--- config.mk ---
export PLATFORM = sky130hd
export DESIGN_NAME = alu_operand_loader_flat
export DESIGN_NICKNAME = d
export VERILOG_FILES = /design/src/rtl/alu_operand_loader_if.sv /design/src/rtl/alu_operand_loader.sv /design/src/flat_wrapper.sv
export SDC_FILE = /design/constraint.sdc
export NUM_CORES = 1
export LEC_CHECK = 0
export ABC_AREA = 1
export BUFFER_PORTS_ARGS = -buffer_cell sky130_fd_sc_hd__buf_2
export CAP_MARGIN = 30
export CORE_UTILIZATION = 40
export CTS_CLUSTER_DIAMETER = 40
export DETAILED_ROUTE_END_ITERATION = 8
export GPL_ROUTABILITY_DRIVEN = 0
export PLACE_DENSITY = 0.75
export SYNTH_ARGS = -nofsm -noshare
export SYNTH_HDL_FRONTEND = slang
export SYNTH_SLANG_ARGS = --single-unit
export TNS_END_PERCENT = 1
--- constraint.sdc ---
create_clock -name clk -period 1.8 [get_ports clk]
set_clock_uncertainty 0.05 [all_clocks]
set_input_delay 0.18 -clock clk [delete_from_list [all_inputs] [get_ports clk]]
set_output_delay 0.18 -clock clk [all_outputs]
set_load 0.05 [all_outputs]
--- src/rtl/alu_operand_loader_if.sv ---
// Board-side bus of the ALU operand loader: switches, buttons, ALU result in,
// operands and held result out.
interface alu_operand_loader_if;
  logic [7:0]  SW;
  logic        BTN_LOAD;
  logic        BTN_EXEC;
  logic [31:0] F;
  logic        ZF;
  logic        OF;
  logic [31:0] A;
  logic [31:0] B;
  logic [2:0]  ALU_OP;
  logic [31:0] F_HOLD;
  logic        ZF_HOLD;
  logic        OF_HOLD;
  logic        RES_VALID;
  logic [3:0]  STEP;

  // Loader side: drives operands and the held result.
  modport master (
    input  SW, BTN_LOAD, BTN_EXEC, F, ZF, OF,
    output A, B, ALU_OP, F_HOLD, ZF_HOLD, OF_HOLD, RES_VALID, STEP
  );

  // Board / ALU side.
  modport slave (
    output SW, BTN_LOAD, BTN_EXEC, F, ZF, OF,
    input  A, B, ALU_OP, F_HOLD, ZF_HOLD, OF_HOLD, RES_VALID, STEP
  );
endinterface

--- src/rtl/alu_operand_loader.sv ---
// Byte-serial operand/opcode loader for the ALU experiment with debounced
// load/exec buttons and a held result for the LED display stage.
module alu_operand_loader #(
  parameter int DB_CYCLES = 16
) (
  input  logic                  clk,
  input  logic                  rst,
  alu_operand_loader_if.master  bus
);

  localparam int CW = $clog2(DB_CYCLES + 1);

  typedef enum logic [3:0] {
    LOAD_A0 = 4'd0, LOAD_A1 = 4'd1, LOAD_A2 = 4'd2, LOAD_A3 = 4'd3,
    LOAD_B0 = 4'd4, LOAD_B1 = 4'd5, LOAD_B2 = 4'd6, LOAD_B3 = 4'd7,
    LOAD_OP = 4'd8, READY   = 4'd9, RESULT  = 4'd10
  } state_t;

  // Index 0 = load button, index 1 = exec button.
  logic [1:0]    raw, s1, s2, deb_level, deb_level_d, press;
  logic [CW-1:0] cnt [2];

  assign raw   = {bus.BTN_EXEC, bus.BTN_LOAD};
  assign press = deb_level & ~deb_level_d;

  always_ff @(posedge clk) begin
    if (rst) begin
      s1          <= '0;
      s2          <= '0;
      deb_level   <= '0;
      deb_level_d <= '0;
      for (int unsigned i = 0; i < 2; i++) cnt[i] <= '0;
    end else begin
      s1          <= raw;
      s2          <= s1;
      deb_level_d <= deb_level;
      for (int unsigned i = 0; i < 2; i++) begin
        if (s2[i] == deb_level[i]) begin
          cnt[i] <= '0;
        end else if (cnt[i] == CW'(DB_CYCLES - 1)) begin
          deb_level[i] <= s2[i];
          cnt[i]       <= '0;
        end else begin
          cnt[i] <= cnt[i] + 1'b1;
        end
      end
    end
  end

  state_t      state, state_n;
  logic [31:0] a_q, a_n, b_q, b_n, f_q, f_n;
  logic [2:0]  op_q, op_n;
  logic        zf_q, zf_n, of_q, of_n, valid_q, valid_n;

  logic load_p, exec_p;
  assign load_p = press[0];
  assign exec_p = press[1];

  always_comb begin
    state_n = state;
    a_n     = a_q;
    b_n     = b_q;
    op_n    = op_q;
    f_n     = f_q;
    zf_n    = zf_q;
    of_n    = of_q;
    valid_n = valid_q;
    case (state)
      LOAD_A0, LOAD_A1, LOAD_A2, LOAD_A3: begin
        if (load_p) begin
          a_n[{state[1:0], 3'b000} +: 8] = bus.SW;
          state_n = state_t'(state + 4'd1);
        end
      end
      LOAD_B0, LOAD_B1, LOAD_B2, LOAD_B3: begin
        if (load_p) begin
          b_n[{state[1:0], 3'b000} +: 8] = bus.SW;
          state_n = state_t'(state + 4'd1);
        end
      end
      LOAD_OP: begin
        if (load_p) begin
          op_n    = bus.SW[2:0];
          state_n = READY;
        end
      end
      READY, RESULT: begin
        // Exec takes priority over a coincident load once operands are complete.
        if (exec_p) begin
          f_n     = bus.F;
          zf_n    = bus.ZF;
          of_n    = bus.OF;
          valid_n = 1'b1;
          state_n = RESULT;
        end else if (load_p && state == RESULT) begin
          valid_n = 1'b0;
          state_n = LOAD_A0;
        end
      end
      default: state_n = LOAD_A0;
    endcase
  end

  always_ff @(posedge clk) begin
    if (rst) begin
      state   <= LOAD_A0;
      a_q     <= '0;
      b_q     <= '0;
      op_q    <= '0;
      f_q     <= '0;
      zf_q    <= 1'b0;
      of_q    <= 1'b0;
      valid_q <= 1'b0;
    end else begin
      state   <= state_n;
      a_q     <= a_n;
      b_q     <= b_n;
      op_q    <= op_n;
      f_q     <= f_n;
      zf_q    <= zf_n;
      of_q    <= of_n;
      valid_q <= valid_n;
    end
  end

  assign bus.A         = a_q;
  assign bus.B         = b_q;
  assign bus.ALU_OP    = op_q;
  assign bus.F_HOLD    = f_q;
  assign bus.ZF_HOLD   = zf_q;
  assign bus.OF_HOLD   = of_q;
  assign bus.RES_VALID = valid_q;
  assign bus.STEP      = state;

endmodule
--- src/flat_wrapper.sv ---
// flat-port wrapper written by rule: the top's interface ports become plain ports
module alu_operand_loader_flat 
#(
  parameter int DB_CYCLES = 16
)
  (clk, rst, bus_SW, bus_BTN_LOAD, bus_BTN_EXEC, bus_F, bus_ZF, bus_OF, bus_A, bus_B, bus_ALU_OP, bus_F_HOLD, bus_ZF_HOLD, bus_OF_HOLD, bus_RES_VALID, bus_STEP);
  alu_operand_loader_if bus_i ();
  input  logic clk;
  input  logic rst;
  input wire logic [$bits(bus_i.SW)-1:0] bus_SW;
  input wire logic [$bits(bus_i.BTN_LOAD)-1:0] bus_BTN_LOAD;
  input wire logic [$bits(bus_i.BTN_EXEC)-1:0] bus_BTN_EXEC;
  input wire logic [$bits(bus_i.F)-1:0] bus_F;
  input wire logic [$bits(bus_i.ZF)-1:0] bus_ZF;
  input wire logic [$bits(bus_i.OF)-1:0] bus_OF;
  output wire logic [$bits(bus_i.A)-1:0] bus_A;
  output wire logic [$bits(bus_i.B)-1:0] bus_B;
  output wire logic [$bits(bus_i.ALU_OP)-1:0] bus_ALU_OP;
  output wire logic [$bits(bus_i.F_HOLD)-1:0] bus_F_HOLD;
  output wire logic [$bits(bus_i.ZF_HOLD)-1:0] bus_ZF_HOLD;
  output wire logic [$bits(bus_i.OF_HOLD)-1:0] bus_OF_HOLD;
  output wire logic [$bits(bus_i.RES_VALID)-1:0] bus_RES_VALID;
  output wire logic [$bits(bus_i.STEP)-1:0] bus_STEP;
  assign bus_i.SW = bus_SW;
  assign bus_i.BTN_LOAD = bus_BTN_LOAD;
  assign bus_i.BTN_EXEC = bus_BTN_EXEC;
  assign bus_i.F = bus_F;
  assign bus_i.ZF = bus_ZF;
  assign bus_i.OF = bus_OF;
  assign bus_A = bus_i.A;
  assign bus_B = bus_i.B;
  assign bus_ALU_OP = bus_i.ALU_OP;
  assign bus_F_HOLD = bus_i.F_HOLD;
  assign bus_ZF_HOLD = bus_i.ZF_HOLD;
  assign bus_OF_HOLD = bus_i.OF_HOLD;
  assign bus_RES_VALID = bus_i.RES_VALID;
  assign bus_STEP = bus_i.STEP;
  alu_operand_loader #(.DB_CYCLES(DB_CYCLES)) u_core (.clk(clk), .rst(rst), .bus(bus_i));
endmodule
==> results.py, run 1 <==
metrics = {
    "outcome": {
        "status": "complete, no violations",
    },
    "synthesis": {
        "postSynthAreaPerCell_sq_um": 7.84,
        "synth-seq-area-share": 0.516,
        "syn_inst": 638,
        "netlist_area_sq_mm": 0.00500,
        "yosysTopAreaCellShare": 0.456,
        "ys_types": 30,
        "yosysTopAreaCell": "dfxtp_1",
        "ys_top_cells_by_area": "dfxtp_1 46%, nor2_1 11%, a21oi_1 7.8%",
        "yosys_warnings": 0,
        "ys_ff_latch": 124,
    },
    "floorplanning": {
        "rows": 40,
        "fp.dieH_um": 114,
        "dieArea_sq_mm": 0.0130,
        "coreArea_sq_mm": 0.0121,
        "die_w_um": 114,
        "ioPinCount": 152,
        "initial_core_util": 0.413,
    },
    "sta": {
        "finalSetupViolCount": 0,
        "slew_violations": 0,
        "rsz0062_at_grt": "true",
        "fmax_mhz": 558,
        "min_period_ns": 1.79,
        "finalCritPeriodShare": 0.996,
        "finalHoldViolCount": 0,
        "setup_tns_ns": 0,
    },
    "route": {
        "vias": 4926,
        "dr.pass1.iters": 5,
        "routed_via_density": 4.75,
        "route.detailed.drc": 0,
        "routed_wl_um": 14100,
        "ant_nets": 0,
        "dr.first_iter.drc_count": 346,
        "wl_per_cell_um": 13.6,
    },
    "cells_and_area": {
        "nFillCells": 1046,
        "multiInputGateArea_sq_mm": 0.00226,
        "final_layout_size_suffix_gt1_frac": 0.316,
        "fin_nets": 914,
        "seq_area_sq_mm": 0.00259,
        "area_growth_pct": 44.4,
        "antenna_cells": 0,
        "post-route-cell-area_sq_mm": 0.00723,
    },
    "setup_path": {
        "path_buf_inv": 3,
        "cp_cell_sequence": "clkinvlp_4 -> ha_4 -> nor2_2 -> nand2_1 -> nand2_4 -> buf_12 -> nor2_4 -> buf_4 -> nand3_1 -> a21oi_2",
        "regToRegStartpoint": "u_core.bus.STEP[1]$_SDFFE_PP0P_",
        "path_delay_family": "simple AND/OR/NAND/NOR gates",
        "cp_max_fo": 7,
        "cp-startpoint": "u_core.bus.STEP[1]$_SDFFE_PP0P_",
        "required_ns": 2.03,
        "crit_slowest_cell": "dfxtp_4",
        "cp-start-kind": "flop",
        "cpPeakStageDelay_ns": 0.40,
        "worstSetupPathType": "flop to flop",
        "worst_setup_path_end_kind": "flop",
        "critPathArrivalTime_ns": 2.02,
    },
    "min_path": {
        "hp-class": "input port to flop",
        "hold_start": "bus_SW[1]",
    },
    "clock_network": {
        "numCtsBuffers": 17,
        "cts_buffer_depth": 2,
        "clkLatencyLatePin_ns": 0.41,
        "clk_pin_slew_ns": 0.06,
        "cts_max_level": 4,
        "root_buffer": "clkbuf_16",
        "cts_tree": "yes",
        "clock_sinks": 124,
    },
    "pwr": {
        "vdd_ir_drop_max_v": 0.000558,
        "power_density_mw_per_mm2": 1140,
        "leakage_uw": 0.00336,
    },
    "grt": {
        "grt_pass1_vias": 4635,
        "grt_start_max_net_pins": 43,
        "antenna_found_initial": 0,
        "globalRoute.totalOverflow": 0,
        "grt_usage": 0.219,
        "grt_pass1_wl_um": 22100,
    },
    "placement": {
        "detailed_place_hpwl_um": 9430,
        "portBuffers": 151,
        "dpl_cell_area_sq_mm": 0.00602,
    },
    "job": {
        "drv_cap": 0,
    },
}
power breakdown:
part           internal [uW]  switching (uW)
clock network           2070            1270
logic                    661            1350
registers               2850            72.6
total                   5590            2690
routing by layer:
layer | global-route usage | vias up | wire length, um
met5 | 0 | - | 0
met4 | 0.0900 | 0 | 277
met3 | 0.0584 | 23 | 839
met2 | 0.360 | 174 | 6800
met1 | 0.272 | 2240 | 6190
li1 | - | 2489 | -
cell usage in the layout, fill, tap and decap left out, drive strengths merged:
cell,count
o211ai,2
clkinv,8
a21oi,78
inv,52
or2,1
xor2,1
buf,180
ha,12
o21bai,2
nor2,158
dlygate4sd3,36
conb,10
clkinvlp,2
nor3b,2
nand3,35
xnor2,1
nand3b,1
clkbuf,18
o21ai,54
edfxtp,10
bufinv,2
dfxtp,114
nand2,90
worst register-to-register path: stages (launching register included):
cell and delay (ns):
dfxtp_4 0.40, clkinvlp_4 0.15, ha_4 0.20, nor2_2 0.14
nand2_1 0.11, nand2_4 0.14, buf_12 0.12, nor2_4 0.04
buf_4 0.16, nand3_1 0.09, a21oi_2 0.07
flip-flops by register name, summed over array words and instances, names as in the netlist:
register,flops
u_core.bus.RES_VALID,1
u_core.bus.ZF_HOLD,1
u_core.bus.B,32
u_core.bus.ALU_OP,3
u_core.bus.A,32
u_core.bus.F_HOLD,32
u_core.bus.STEP,4
u_core.deb_level_d,2
u_core.s2,2
u_core.s1,2
u_core.cnt,10
u_core.deb_level,2
u_core.bus.OF_HOLD,1
cells by family after synthesis:
logic type,after synthesis,share of synthesized area
xor+xnor,2,0.00350
fa+ha+maj,12,0.0300
buf+inv,79,0.0757
simple gates,284,0.235
other cells,1,0.000749
flops,124,0.516
compound gates,136,0.139
worst paths after layout:
| check | endpoint | slack (ns) | cells after the start |
|---|---|---|---|
| setup / recovery | u_core.bus.B[11]$_SDFFE_PP0P_ | 0.007 | 10 |
| hold / removal | u_core.bus.ALU_OP[1]$_SDFFE_PP0P_ | 0.03 | 3 |
| setup reg to reg | u_core.bus.B[11]$_SDFFE_PP0P_ | 0.007 | 10 |
| hold reg to reg | u_core.s2[0]$_SDFF_PP0_ | 0.35 | 2 |
repair_timing:
item / 4_1_cts / 5_1_grt
hold buffers: 36 / 0
buffers inserted: 0 / 8
cloned: 0 / 3
gates resized for setup: 2 / 60
endpoints found under the hold margin: 36 / 0
setup endpoints to repair: 1 / 105
pin swaps: 0 / 13
Yosys cell counts:
cell      number
nor2_2         2
nand2_4        1
nor2_4         2
a21oi_1       78
o211ai_1       2
conb_1         1
buf_4          3
o21ai_0       50
xnor2_1        1
clkbuf_1      14
nor3b_1        2
clkbuf_2       1
xor2_1         1
o21ai_1        3
nor2_8         1
nand2_1       83
o21bai_1       2
nand2_2        4
nor2_1       152
nand3b_1       1
dfxtp_1      114
nand3_1       35
ha_1          12
o21ai_2        1
buf_2          2
or2_1          1
inv_1         41
buf_6          9
edfxtp_1      10
inv_2          9
layout make-up:
cell class | instances | area share
clock buffer | 18 | 0.0608
sequential | 124 | 0.358
clock inverter | 14 | 0.0199
tap | 168 | 0.0291
multi-input combinational | 447 | 0.312
timing repair buffer | 216 | 0.192
inverter | 50 | 0.0275
metrics by stage:
| step | setup WS [ns] | instances | power [uW] | hold WS, ns | utilization |
|---|---|---|---|---|---|
| floorplan | -0.0471 | 647 | 4110 | 0.237 | - |
| CTS | 0.00120 | 1026 | 7970 | 0.0172 | 0.575 |
| global route | -0.0705 | 1037 | 8640 | 0.0505 | 0.597 |
| global placement | 0.0464 | 958 | 4540 | 0.340 | 0.497 |
| finish | 0.00737 | 1037 | 8270 | 0.0338 | 0.597 |
| detailed placement | -0.00260 | 958 | 4570 | 0.343 | 0.497 |
(Power assumes the default switching activity.)
==> run 2: changes to the inputs <==
Settings changed: CORE_MARGIN set to 3, CTS_CLUSTER_SIZE set to 40.
==> run 2 against run 1 <==
Effect of this change: final area decreased by 3.4%; count of clock-buffer cells in the layout increased by 7; utilization decreased by 2.0 points; total power decreased by 5.1%; critical path depth decreased by 1; die area increased by 7.1%; worst hold slack improved by 0.010 ns; first-iteration DRC count increased by 26%; sequential cell count unchanged; critical path type unchanged; largest cell class unchanged.
==> results.py, run 2 (synthesized netlist as in run 1, its figures left out) <==
metrics = {
    "setup_path": {
        "regToRegStartpoint": "u_core.bus.STEP[0]$_SDFFE_PP0P_",
        "rrSetupSlack_ns": 0.07,
        "worstSetupPathType": "flop to flop",
        "required_ns": 2.10,
        "worst_setup_path_end_kind": "flop",
        "ff2ff_path_depth": 9,
        "crit_end": "u_core.bus.B[27]$_SDFFE_PP0P_",
        "timing.rr.end": "u_core.bus.B[27]$_SDFFE_PP0P_",
        "critPathArrivalTime_ns": 2.03,
        "cp-start-kind": "flop",
        "cp-startpoint": "u_core.bus.STEP[0]$_SDFFE_PP0P_",
        "cp_max_fo": 6,
    },
    "floorplanning": {
        "ioPinCount": 152,
        "rows": 40,
        "die_w_um": 118,
        "initial_core_util": 0.413,
        "dieArea_sq_mm": 0.0139,
        "fp.dieH_um": 118,
        "coreArea_sq_mm": 0.0121,
    },
    "route": {
        "wl_per_cell_um": 13.9,
        "route.detailed.drc": 0,
        "ant_nets": 0,
        "dr.pass1.iters": 5,
        "vias": 4890,
        "routed_via_density": 4.77,
        "routed_wl_um": 14200,
        "dr.first_iter.drc_count": 435,
    },
    "grt": {
        "antenna_found_initial": 0,
        "grt_start_max_net_pins": 50,
        "grt_pass1_wl_um": 23000,
        "grt_pass1_vias": 4705,
        "grt_usage": 0.205,
        "globalRoute.totalOverflow": 0,
    },
    "cells_and_area": {
        "area_growth_pct": 39.5,
        "multiInputGateArea_sq_mm": 0.00214,
        "seq_area_sq_mm": 0.00259,
        "antenna_cells": 0,
        "nFillCells": 1138,
        "fin_util": 0.576,
        "final_layout_size_suffix_gt1_frac": 0.277,
        "most-common-layout-cells": "151 x buf_2, 148 x nor2_1, 112 x dfxtp_1",
        "fin_nets": 904,
        "final_cell_count_no_fill": 1026,
        "final_common_cell": "buf_2",
        "post-route-cell-area_sq_mm": 0.00698,
    },
    "clock_network": {
        "clkLatencyLatePin_ns": 0.41,
        "cts_buffer_depth": 2,
        "clk_pin_slew_ns": 0.05,
        "clock_sinks": 124,
        "numCtsBuffers": 17,
        "cts_tree": "yes",
        "cts_max_level": 4,
        "root_buffer": "clkbuf_16",
    },
    "pwr": {
        "internal_power_uw": 5390,
        "vdd_ir_drop_max_v": 0.000598,
        "combPwrFrac": 0.233,
        "switching_share": 0.313,
        "leakage_uw": 0.00331,
        "finalPower_uw": 7850,
        "power_density_mw_per_mm2": 1130,
        "seq_power_share": 0.370,
        "p_sw_uw": 2460,
        "p_clk_frac": 0.397,
    },
    "sta": {
        "finalHoldViolCount": 0,
        "setup_slack_ns": 0.0702,
        "min_period_ns": 1.73,
        "finalCritPeriodShare": 0.961,
        "slew_violations": 0,
        "finalSetupViolCount": 0,
        "rsz0062_at_grt": "true",
        "fmax_mhz": 578,
    },
    "min_path": {
        "hp-class": "input port to flop",
    },
    "placement": {
        "dpl_cell_area_sq_mm": 0.00601,
        "pre_cts_ws_ns": 0.0619,
        "detailed_place_hpwl_um": 9620,
        "place_inst": 957,
        "portBuffers": 151,
    },
    "job": {
        "drv_cap": 0,
    },
    "outcome": {
        "status": "complete, no violations",
    },
}
[run 2: changes by cell type in the layout (fill, tap and decap cells not counted), sizes merged]
cell and change:
clkinvlp -2, buf -7, clkinv -3, bufinv -2, clkbuf +7, nor2 -1, inv -1, nand2 -2
[run 2: worst max-delay path: stages, from the launching register on]
cell and delay [ns]:
dfxtp_4 0.36, inv_1 0.05, buf_4 0.14, ha_4 0.23, inv_1 0.11, buf_4 0.15
nand2_1 0.08, nor2_1 0.23, nand3_1 0.12, a21oi_1 0.14
[run 2: power groups by stage]
stage	registers, uW	clock network (uW)	logic, uW
final	2910	3120	1830
after detailed placement	2960	0	1630
after global placement	2960	0	1640
after CTS	2900	3160	1700
after global routing	2920	3290	2030
after floorplan	3090	0	1020
[run 2: per-stage QoR]
step,hold slack (ns),setup TNS [ns]
finish,0.0439,0
detailed placement,0.350,0
CTS,0.0190,0
floorplan,0.237,-0.199
global route,0.0333,-0.103
global placement,0.351,0
[run 2: routing by layer]
| metal | up-vias | track usage | wire length (um) |
|---|---|---|---|
| met5 | - | 0 | 0 |
| met4 | 0 | 0.0879 | 315 |
| met3 | 21 | 0.0726 | 1120 |
| met2 | 193 | 0.331 | 6690 |
| met1 | 2214 | 0.249 | 6100 |
| li1 | 2462 | - | - |
[run 2: timing repair]
item,CTS,global route
resized for setup,0,24
hold buffers,36,0
endpoints found under the setup margin,0,68
buffers inserted,0,2
hold endpoints to repair,36,0
[run 2: how the worst min path moves through the flow]
stage	startpoint	to	slack (ns)	cells after the start
3_3_place_gp	bus_F[14]	u_core.bus.F_HOLD[14]$_SDFFE_PP0P_	0.35	3
6_report	rst	u_core.deb_level_d[1]$_SDFF_PP0_	0.04	2
5_1_grt	rst	u_core.s2[0]$_SDFF_PP0_	0.03	2
3_5_place_dp	u_core.s1[0]$_SDFF_PP0_	u_core.s2[0]$_SDFF_PP0_	0.35	2
4_1_cts	rst	u_core.s2[0]$_SDFF_PP0_	0.02	2
2_1_floorplan	bus_BTN_LOAD	u_core.s1[0]$_SDFF_PP0_	0.24	2
[run 2: final cells by class]
| cell class | count | area share |
|---|---|---|
| sequential | 124 | 0.371 |
| multi-input combinational | 444 | 0.307 |
| timing repair buffer | 209 | 0.187 |
| clock buffer | 25 | 0.0726 |
| tap | 168 | 0.0301 |
| inverter | 50 | 0.0272 |
| clock inverter | 6 | 0.00502 |
==> run 3: changes to the inputs <==
==> constraint.sdc (replaced) <==
create_clock -name clk -period 1.8 [get_ports clk]
set_clock_uncertainty 0.05 [all_clocks]
set_input_delay 0.36 -clock clk [delete_from_list [all_inputs] [get_ports clk]]
set_output_delay 0.36 -clock clk [all_outputs]
set_load 0.05 [all_outputs]
==> run 3 against run 2 <==
Effect of this change: global-route usage shrank 1.3 points; final cell count down 3.4%; total power grew 6.9%; count of clock-buffer cells in the layout fell by 4; final area shrank 3.7%; worst hold slack gained 0.071 ns; first-iteration DRC count shrank 22%; fmax fell by 0.25%; die area is the same; clock power is 21% higher; routed wire length shrank 5.8%; critical path depth unchanged; largest cell class unchanged.
==> results.py, run 3 (synthesized netlist as in run 1, its figures left out) <==
metrics = {
    "floorplanning": {
        "coreArea_sq_mm": 0.0121,
        "fp.dieH_um": 118,
        "rows": 40,
        "dieArea_sq_mm": 0.0139,
        "initial_core_util": 0.413,
        "die_w_um": 118,
        "ioPinCount": 152,
    },
    "cells_and_area": {
        "final_layout_size_suffix_gt1_frac": 0.293,
        "nFillCells": 1143,
        "area_growth_pct": 34.4,
        "fin_nets": 868,
        "final_common_cell": "buf_2",
        "most-common-layout-cells": "151 x buf_2, 149 x nor2_1, 112 x dfxtp_1",
        "antenna_cells": 0,
        "fin_util": 0.555,
    },
    "clock_network": {
        "numCtsBuffers": 17,
        "clk_pin_slew_ns": 0.06,
        "cts_tree": "yes",
        "root_buffer": "clkbuf_16",
        "clkLatencyLatePin_ns": 0.41,
        "cts_buffer_depth": 2,
        "clock_sinks": 124,
        "cts_max_level": 4,
    },
    "pwr": {
        "combPwrFrac": 0.206,
        "power_density_mw_per_mm2": 1250,
        "leakage_uw": 0.00318,
        "vdd_ir_drop_max_v": 0.000650,
        "p_sw_uw": 2510,
        "p_clk_frac": 0.449,
        "switching_share": 0.299,
        "internal_power_uw": 5880,
        "seq_power_share": 0.345,
    },
    "setup_path": {
        "timing.rr.end": "u_core.bus.B[22]$_SDFFE_PP0P_",
        "regToRegStartpoint": "u_core.bus.STEP[1]$_SDFFE_PP0P_",
        "crit_end": "u_core.bus.B[22]$_SDFFE_PP0P_",
        "rrSetupSlack_ns": 0.07,
        "cp-start-kind": "flop",
        "ff2ff_path_depth": 9,
        "cp-startpoint": "u_core.bus.STEP[1]$_SDFFE_PP0P_",
        "worst_setup_path_end_kind": "flop",
        "required_ns": 2.03,
        "worstSetupPathType": "flop to flop",
        "critPathArrivalTime_ns": 1.96,
        "cp_max_fo": 11,
    },
    "min_path": {
        "worstHoldPathCells": 3,
        "hold_start": "bus_BTN_EXEC",
        "hp-class": "input port to flop",
    },
    "route": {
        "dr.first_iter.drc_count": 341,
        "ant_nets": 0,
        "dr.pass1.iters": 5,
        "wl_per_cell_um": 13.5,
        "route.detailed.drc": 0,
        "vias": 4703,
        "routed_via_density": 4.75,
        "routed_wl_um": 13400,
    },
    "sta": {
        "holdWs_ns": 0.114,
        "worst_pin_slew_ns": 0.561,
        "rsz0062_at_grt": "true",
        "finalSetupViolCount": 0,
        "slew_violations": 0,
        "relSlewSlack": 0.626,
        "finalCritPeriodShare": 0.963,
        "fmax_mhz": 577,
        "setup_slack_ns": 0.0658,
        "min_period_ns": 1.73,
        "finalHoldViolCount": 0,
    },
    "grt": {
        "grt_pass1_vias": 4470,
        "grt_usage": 0.193,
        "globalRoute.totalOverflow": 0,
        "grt_start_max_net_pins": 56,
        "antenna_found_initial": 0,
        "grt_pass1_wl_um": 21700,
    },
    "placement": {
        "pre_cts_ws_ns": 0.0181,
        "detailed_place_hpwl_um": 9610,
        "portBuffers": 151,
    },
    "job": {
        "drv_cap": 0,
    },
    "outcome": {
        "status": "complete, no violations",
    },
}
## run 3: changes by cell type in the layout (fill, tap and decap cells not counted), sizes merged
cell / previous run / this run
bufinv: 0 / 4
clkinv: 5 / 4
dlygate4sd3: 36 / 0
clkbuf: 25 / 21
inv: 51 / 53
## run 3: worst max-delay path, cell delays in order, from the launching register on
cell,delay (ns)
dfxtp_4,0.37
buf_4,0.13
ha_1,0.20
nor2_2,0.05
nand2_1,0.10
nand2_4,0.09
nor2_8,0.17
nand2_2,0.18
a21oi_1,0.20
nor2_1,0.05
## run 3: layout make-up
class                           instances  area [sq um]  area share
Sequential cell                       124          2590       0.385
Multi-Input combinational cell        444          2130       0.316
Timing Repair Buffer                  173           946       0.141
Clock buffer                           21           483      0.0718
Inverter                               50           193      0.0287
Tap cell                              168           210      0.0313
Clock inverter                         11           178      0.0264
## run 3: how the worst min path moves through the flow
| stage | endpoint | slack, ns |
|---|---|---|
| floorplan | u_core.s2[0]$_SDFF_PP0_ | 0.34 |
| global placement | u_core.s2[0]$_SDFF_PP0_ | 0.35 |
| detailed placement | u_core.s2[1]$_SDFF_PP0_ | 0.35 |
| CTS | u_core.s1[1]$_SDFF_PP0_ | 0.10 |
| global route | u_core.bus.F_HOLD[14]$_SDFFE_PP0P_ | 0.11 |
| finish | u_core.s1[1]$_SDFF_PP0_ | 0.11 |
## run 3: timing repair
action,in CTS,in global routing
buffers inserted,0,2
hold buffers,0,0
gates resized for setup,1,19
pin swaps,0,3
endpoints found under the setup margin,1,97
## run 3: metrics by stage
step | total power (uW) | TNS, ns | instance area (sq um) | instances
2_1_floorplan | 4110 | -0.199 | 5060 | 647
3_3_place_gp | 4590 | 0 | 6010 | 957
3_5_place_dp | 4610 | 0 | 6010 | 957
4_1_cts | 8400 | -0.000841 | 6670 | 989
5_1_grt | 8760 | -0.590 | 6730 | 991
6_report | 8400 | 0 | 6730 | 991
## run 3: power by group through the flow
stage,clock network (uW),logic [uW],registers [uW]
final,3770,1730,2900
after global routing,3950,1900,2910
after global placement,0,1640,2950
after floorplan,0,1020,3090
after detailed placement,0,1650,2950
after CTS,3840,1670,2890
## run 3: routing by layer
| metal | wire, um | GRT usage | up-vias |
|---|---|---|---|
| li1 | - | - | 2403 |
| met1 | 5980 | 0.246 | 2110 |
| met2 | 6180 | 0.297 | 159 |
| met3 | 863 | 0.0596 | 31 |
| met4 | 371 | 0.0916 | 0 |
| met5 | 0 | 0 | - |
